### src/rtl/drain_pkg.sv
// Shared constants for the FIFO drain stage: occupancy encoding and counter width default.
`ifndef FIFO_DWIDTH
`define FIFO_DWIDTH 32
`endif

package drain_pkg;

  typedef logic [1:0] occ_t;

  localparam occ_t OCC_EMPTY = 2'd0;
  localparam occ_t OCC_ONE   = 2'd1;
  localparam occ_t OCC_FULL  = 2'd2;

  localparam int SCW_DEFAULT = 16;

endpackage

### src/rtl/fifo_drain_stage_if.sv
// FIFO-side pop interface plus consumer-side valid/ready bus of the drain stage.
interface fifo_drain_stage_if #(
  parameter int WIDTH = `FIFO_DWIDTH
);
  logic             empty;
  logic [WIDTH-1:0] fifo_data;
  logic             pop;
  logic             out_vld;
  logic             out_rdy;
  logic [WIDTH-1:0] out_data;

  modport master (
    input  empty, fifo_data, out_rdy,
    output pop, out_vld, out_data
  );

  modport slave (
    output empty, fifo_data, out_rdy,
    input  pop, out_vld, out_data
  );
endinterface

### src/rtl/ff.sv
// Generic enabled register; optional synchronous active-high reset (RST_EN) to RST_VAL.
module FF #(
  parameter int           W       = 1,
  parameter bit           RST_EN  = 1'b0,
  parameter logic [W-1:0] RST_VAL = '0
) (
  input  logic         clk,
  input  logic         rst,
  input  logic         en,
  input  logic [W-1:0] d,
  output logic [W-1:0] q
);

  always_ff @(posedge clk) begin
    if (RST_EN && rst) begin
      q <= RST_VAL;
    end else if (en) begin
      q <= d;
    end
  end

endmodule

### src/rtl/fifo_drain_stage.sv
// FIFO drain stage: pops FIFO into a 2-entry elastic buffer, 1 cycle pop->out_vld, pop stops when full.
// Optional stall counter under `STALL_CNT_EN; pop never depends combinationally on out_rdy.
module fifo_drain_stage
  import drain_pkg::*;
#(
  parameter int WIDTH = `FIFO_DWIDTH
`ifdef STALL_CNT_EN
  , parameter int SCW = SCW_DEFAULT
`endif
) (
  input  logic                   clk,
  input  logic                   rst,
  fifo_drain_stage_if.master     bus
`ifdef STALL_CNT_EN
  , output logic [SCW-1:0]       stall_cnt
`endif
);

  occ_t             occ_q;
  occ_t             occ_d;
  logic             occ_en;
  logic [WIDTH-1:0] ent0_q;
  logic [WIDTH-1:0] ent0_d;
  logic             ent0_en;
  logic [WIDTH-1:0] ent1_q;
  logic             ent1_en;
  logic             pop;
  logic             vld;
  logic             deq;

  assign pop = ~rst & ~bus.empty & (occ_q != OCC_FULL);
  assign vld = (occ_q != OCC_EMPTY);
  assign deq = vld & bus.out_rdy;

  assign bus.pop      = pop;
  assign bus.out_vld  = vld;
  assign bus.out_data = ent0_q;

  always_comb begin
    occ_d   = occ_q;
    ent0_d  = bus.fifo_data;
    ent0_en = 1'b0;
    ent1_en = 1'b0;
    case (occ_q)
      OCC_EMPTY: begin
        if (pop) begin
          ent0_en = 1'b1;
          occ_d   = OCC_ONE;
        end
      end
      OCC_ONE: begin
        // Refill and dequeue on the same edge: new word replaces head, no bubble.
        if (pop && deq) begin
          ent0_en = 1'b1;
        end else if (pop) begin
          ent1_en = 1'b1;
          occ_d   = OCC_FULL;
        end else if (deq) begin
          occ_d   = OCC_EMPTY;
        end
      end
      OCC_FULL: begin
        if (deq) begin
          ent0_d  = ent1_q;
          ent0_en = 1'b1;
          occ_d   = OCC_ONE;
        end
      end
      default: occ_d = OCC_EMPTY;
    endcase
  end

  assign occ_en = (occ_d != occ_q);

  FF #(.W(2), .RST_EN(1'b1), .RST_VAL(OCC_EMPTY)) u_occ (
    .clk (clk),
    .rst (rst),
    .en  (occ_en),
    .d   (occ_d),
    .q   (occ_q)
  );

  FF #(.W(WIDTH)) u_ent0 (
    .clk (clk),
    .rst (rst),
    .en  (ent0_en),
    .d   (ent0_d),
    .q   (ent0_q)
  );

  FF #(.W(WIDTH)) u_ent1 (
    .clk (clk),
    .rst (rst),
    .en  (ent1_en),
    .d   (bus.fifo_data),
    .q   (ent1_q)
  );

`ifdef STALL_CNT_EN
  logic [SCW-1:0] stall_q;

  // Saturating count of cycles where a word waits on the consumer.
  always_ff @(posedge clk) begin
    if (rst) begin
      stall_q <= '0;
    end else if (vld && !bus.out_rdy && (stall_q != {SCW{1'b1}})) begin
      stall_q <= stall_q + SCW'(1);
    end
  end

  assign stall_cnt = stall_q;
`endif

endmodule

### src/flat_wrapper.sv
// flat-port wrapper written by rule: the top's interface ports become plain ports
module fifo_drain_stage_flat import drain_pkg::*;
#(
  parameter int WIDTH = `FIFO_DWIDTH

)
  (clk, rst, bus_empty, bus_fifo_data, bus_out_rdy, bus_pop, bus_out_vld, bus_out_data);
  fifo_drain_stage_if #(.WIDTH(WIDTH)) bus_i ();
  input  logic clk;
  input  logic rst;
  input wire logic [$bits(bus_i.empty)-1:0] bus_empty;
  input wire logic [$bits(bus_i.fifo_data)-1:0] bus_fifo_data;
  input wire logic [$bits(bus_i.out_rdy)-1:0] bus_out_rdy;
  output wire logic [$bits(bus_i.pop)-1:0] bus_pop;
  output wire logic [$bits(bus_i.out_vld)-1:0] bus_out_vld;
  output wire logic [$bits(bus_i.out_data)-1:0] bus_out_data;
  assign bus_i.empty = bus_empty;
  assign bus_i.fifo_data = bus_fifo_data;
  assign bus_i.out_rdy = bus_out_rdy;
  assign bus_pop = bus_i.pop;
  assign bus_out_vld = bus_i.out_vld;
  assign bus_out_data = bus_i.out_data;
  fifo_drain_stage #(.WIDTH(WIDTH)) u_core (.clk(clk), .rst(rst), .bus(bus_i));
endmodule
### config.mk
export PLATFORM = sky130hd
export DESIGN_NAME = fifo_drain_stage_flat
export DESIGN_NICKNAME = d
export VERILOG_FILES = /design/src/rtl/drain_pkg.sv /design/src/rtl/fifo_drain_stage_if.sv /design/src/rtl/ff.sv /design/src/rtl/fifo_drain_stage.sv /design/src/flat_wrapper.sv
export SDC_FILE = /design/constraint.sdc
export NUM_CORES = 1
export LEC_CHECK = 0
export BUFFER_PORTS_ARGS = -buffer_cell sky130_fd_sc_hd__buf_2
export CORE_MARGIN = 4
export CORE_UTILIZATION = 50
export DETAILED_ROUTE_END_ITERATION = 8
export GPL_ROUTABILITY_DRIVEN = 0
export GPL_TIMING_DRIVEN = 0
export PLACE_DENSITY = 0.85
export SYNTH_ARGS = -nofsm -noshare
export SYNTH_HDL_FRONTEND = slang
export SYNTH_SLANG_ARGS = --single-unit
### constraint.sdc
create_clock -name clk -period 11.74 [get_ports clk]
set_input_delay 1.174 -clock clk [delete_from_list [all_inputs] [get_ports clk]]
set_output_delay 1.174 -clock clk [all_outputs]
set_load 0.005 [all_outputs]
==> results.py <==
metrics = {
    "run_status": {
        "status": "finished, final reports clean",
    },
    "clock_network": {
        "cts_root_buf": "clkbuf_8",
        "cts_hold_buf": 0,
        "post_cts_buffers": 0,
        "h-tree-depth": 3,
        "cts_buffers": 9,
        "cts_num_sinks": 66,
        "worst_skew_pair.late_latency_ns": 0.32,
        "clkTransAtPathRegs_ns": 0.06,
        "tritoncts": "done",
        "cts_resized": 0,
        "cts_max_path_buffers": 2,
    },
    "worst_hold_path": {
        "hold_path.class": "reg -> reg",
    },
    "power": {
        "p_int_w": 0.000360,
        "finalPower_w": 0.000448,
        "pwr-share-clk_pct": 32.7,
        "swShare_pct": 19.7,
        "comb_power_share_pct": 7.1,
        "peakVddDrop_uv": 89.8,
        "power.switching_w": 0.0000881,
        "power_density_nw_per_um2": 140,
        "seq_power_share_pct": 60.2,
        "p_leak_nw": 1.34,
    },
    "sta": {
        "relSlewSlack_pct": 27.8,
        "fin_crit_ns": 2.80,
        "setup_viol": 0,
        "fin_ws_ns": 8.94,
        "worstMarginPinSlew_ns": 1.07,
        "setup_tns_ns": 0,
        "period_share_pct": 23.9,
        "rsz0062_at_grt": "no",
        "max_freq_ghz": 0.357,
        "hold_violations": 0,
        "finClkSkew_ns": 0.00652,
        "drv_slew": 0,
    },
    "layout": {
        "layout_commonest_cell": "buf_2",
        "num_antenna_cells": 0,
        "area_delta_synth_final_pct": 24.9,
        "nets": 238,
        "fill_cells": 377,
        "final_core_util_pct": 65.9,
        "fin_cells": 272,
        "layout-drive-gt1-share_pct": 61.0,
        "final_cell_mix": "buf_2, edfxtp_1, mux2_4, clkbuf_8, buf_4",
    },
    "setup_path": {
        "arrival_ns": 1.63,
        "path_max_fanout": 6,
        "cp.required_ns": 10.57,
        "worstSetupStartpointType": "input port",
        "cp-end-kind": "output port",
        "slowest_stage": "nor3_1",
        "cpPeakStageDelay_ns": 0.17,
        "critical_path.top_delay_family": "buffers and inverters",
        "crit_chain": "buf_2 -> nor3_1 -> buf_2",
        "crit_top_cell": "buf_2",
        "criticalPathCategory": "in -> out",
        "crit_buf_inv": 2,
    },
    "route": {
        "viasPerCell": 4.87,
        "wl_per_cell_um": 16.0,
        "drtPass1Iterations": 4,
        "vias": 1325,
        "drc": 0,
        "antenna_left": 0,
        "drt-total-wl_mm": 4.36,
        "drtIter0Drc": 47,
    },
    "grt": {
        "grt_most_used_layer": "met2",
        "grt_antenna_before_repair": 1,
        "grt.met3_usage_pct": 5.87,
        "grt_overflow": 0,
        "grt_pass1_vias": 1460,
        "use_met2_pct": 25.3,
        "grtUsageMet1_pct": 16.4,
        "grt_usage_pct": 15.1,
        "grt_max_degree": 11,
        "grt_pass1_wl_mm": 6.97,
    },
    "logic_synthesis": {
        "synth_cells": 115,
        "yosys.area.top_type": "edfxtp_1",
        "yosysSeqAreaShare_pct": 76.7,
        "synth.top_cell.area_share_pct": 75.1,
        "syn-mean-instance-area_um2": 22.2,
        "synth_seq_cells": 66,
        "yosysWarnings": 0,
        "synthTopCellsByArea": "edfxtp_1, mux2_4, mux2_2",
        "synth_nets": 151,
        "mappedNetlistArea_um2": 2560,
        "synth_cell_types": 18,
    },
    "floorplanning": {
        "rows": 25,
        "start_util_pct": 52.8,
        "coreArea_um2": 4850,
        "die_x_um": 79.5,
        "ioPinCount": 70,
        "die-height_um": 79.5,
        "die-area_um2": 6330,
    },
    "placement": {
        "io_buffers": 69,
        "dp_hpwl_mm": 3.27,
        "dp_slack_ns": 8.60,
        "dp_cells": 258,
    },
    "job": {
        "maxCapViolations": 0,
    },
}
-- layout make-up --
cell class	count	area [µm²]	share of cell area [%]
multi-input combinational	45	573	17.9
buffer	3	33.8	1.06
inverter	1	3.75	0.117
sequential	66	1960	61.4
tap	67	83.8	2.62
clock buffer	13	139	4.34
timing repair buffer	76	398	12.4
clock inverter	1	3.75	0.117
-- Yosys cell counts --
master    number
inv_1          1
nand3b_1       1
mux2_4        28
a211o_1        1
nor2_1         1
o41ai_1        1
buf_6          3
nor4b_1        1
a31oi_1        1
nor3b_1        1
edfxtp_1      64
dfxtp_1        2
and2b_2        1
mux2_2         4
nor3_1         2
or2_2          1
nor2b_1        1
nand2_4        1
-- worst paths after layout --
path / startpoint / end / slack [ns] / cells past startpoint
max: bus_empty / bus_pop / 8.94 / 3
min: u_core.u_ent1.q[3] / u_core.u_ent0.q[3] / 0.55 / 1
max reg2reg: u_core.u_occ.q[1] / u_core.u_ent0.q[12] / 9.54 / 3
min reg2reg: u_core.u_ent1.q[3] / u_core.u_ent0.q[3] / 0.55 / 1
-- metrics by stage --
stage          cell area, µm²  hold slack [ns]
2_1_floorplan            2560            0.525
3_3_place_gp             2990            0.530
3_5_place_dp             3050            0.534
4_1_cts                  3200            0.549
5_1_grt                  3200            0.559
6_report                 3200            0.547
-- state kept, by name (all words and copies together) (netlist names) --
signal           count
u_core.u_occ.q       2
u_core.u_ent0.q     32
u_core.u_ent1.q     32
-- per-layer routing --
layer | part of all wire [%] | wire length [µm]
met1 | 37 | 1630
met2 | 52 | 2280
met3 | 8.1 | 355
met4 | 2.1 | 91
met5 | 0.16 | 7
-- power by group through the flow --
stage	Combinational, W	Sequential, W	Clock, W
after floorplan	0.0000138	0.000276	0
after global placement	0.0000294	0.000275	0
after detailed placement	0.0000324	0.000274	0
after CTS	0.0000325	0.000270	0.000150
after global routing	0.0000349	0.000270	0.000164
final	0.0000319	0.000269	0.000146
-- logic make-up after synthesis --
| logic type | share of synthesized area [%] |
|---|---|
| multiplexers | 18.2 |
| AO/OA/AOI/OAI | 0.929 |
| flip-flops | 76.7 |
| AND/OR/NAND/NOR | 2.74 |
| buffers and inverters | 1.47 |
Note: power is estimated with default switching activity, not from simulation.
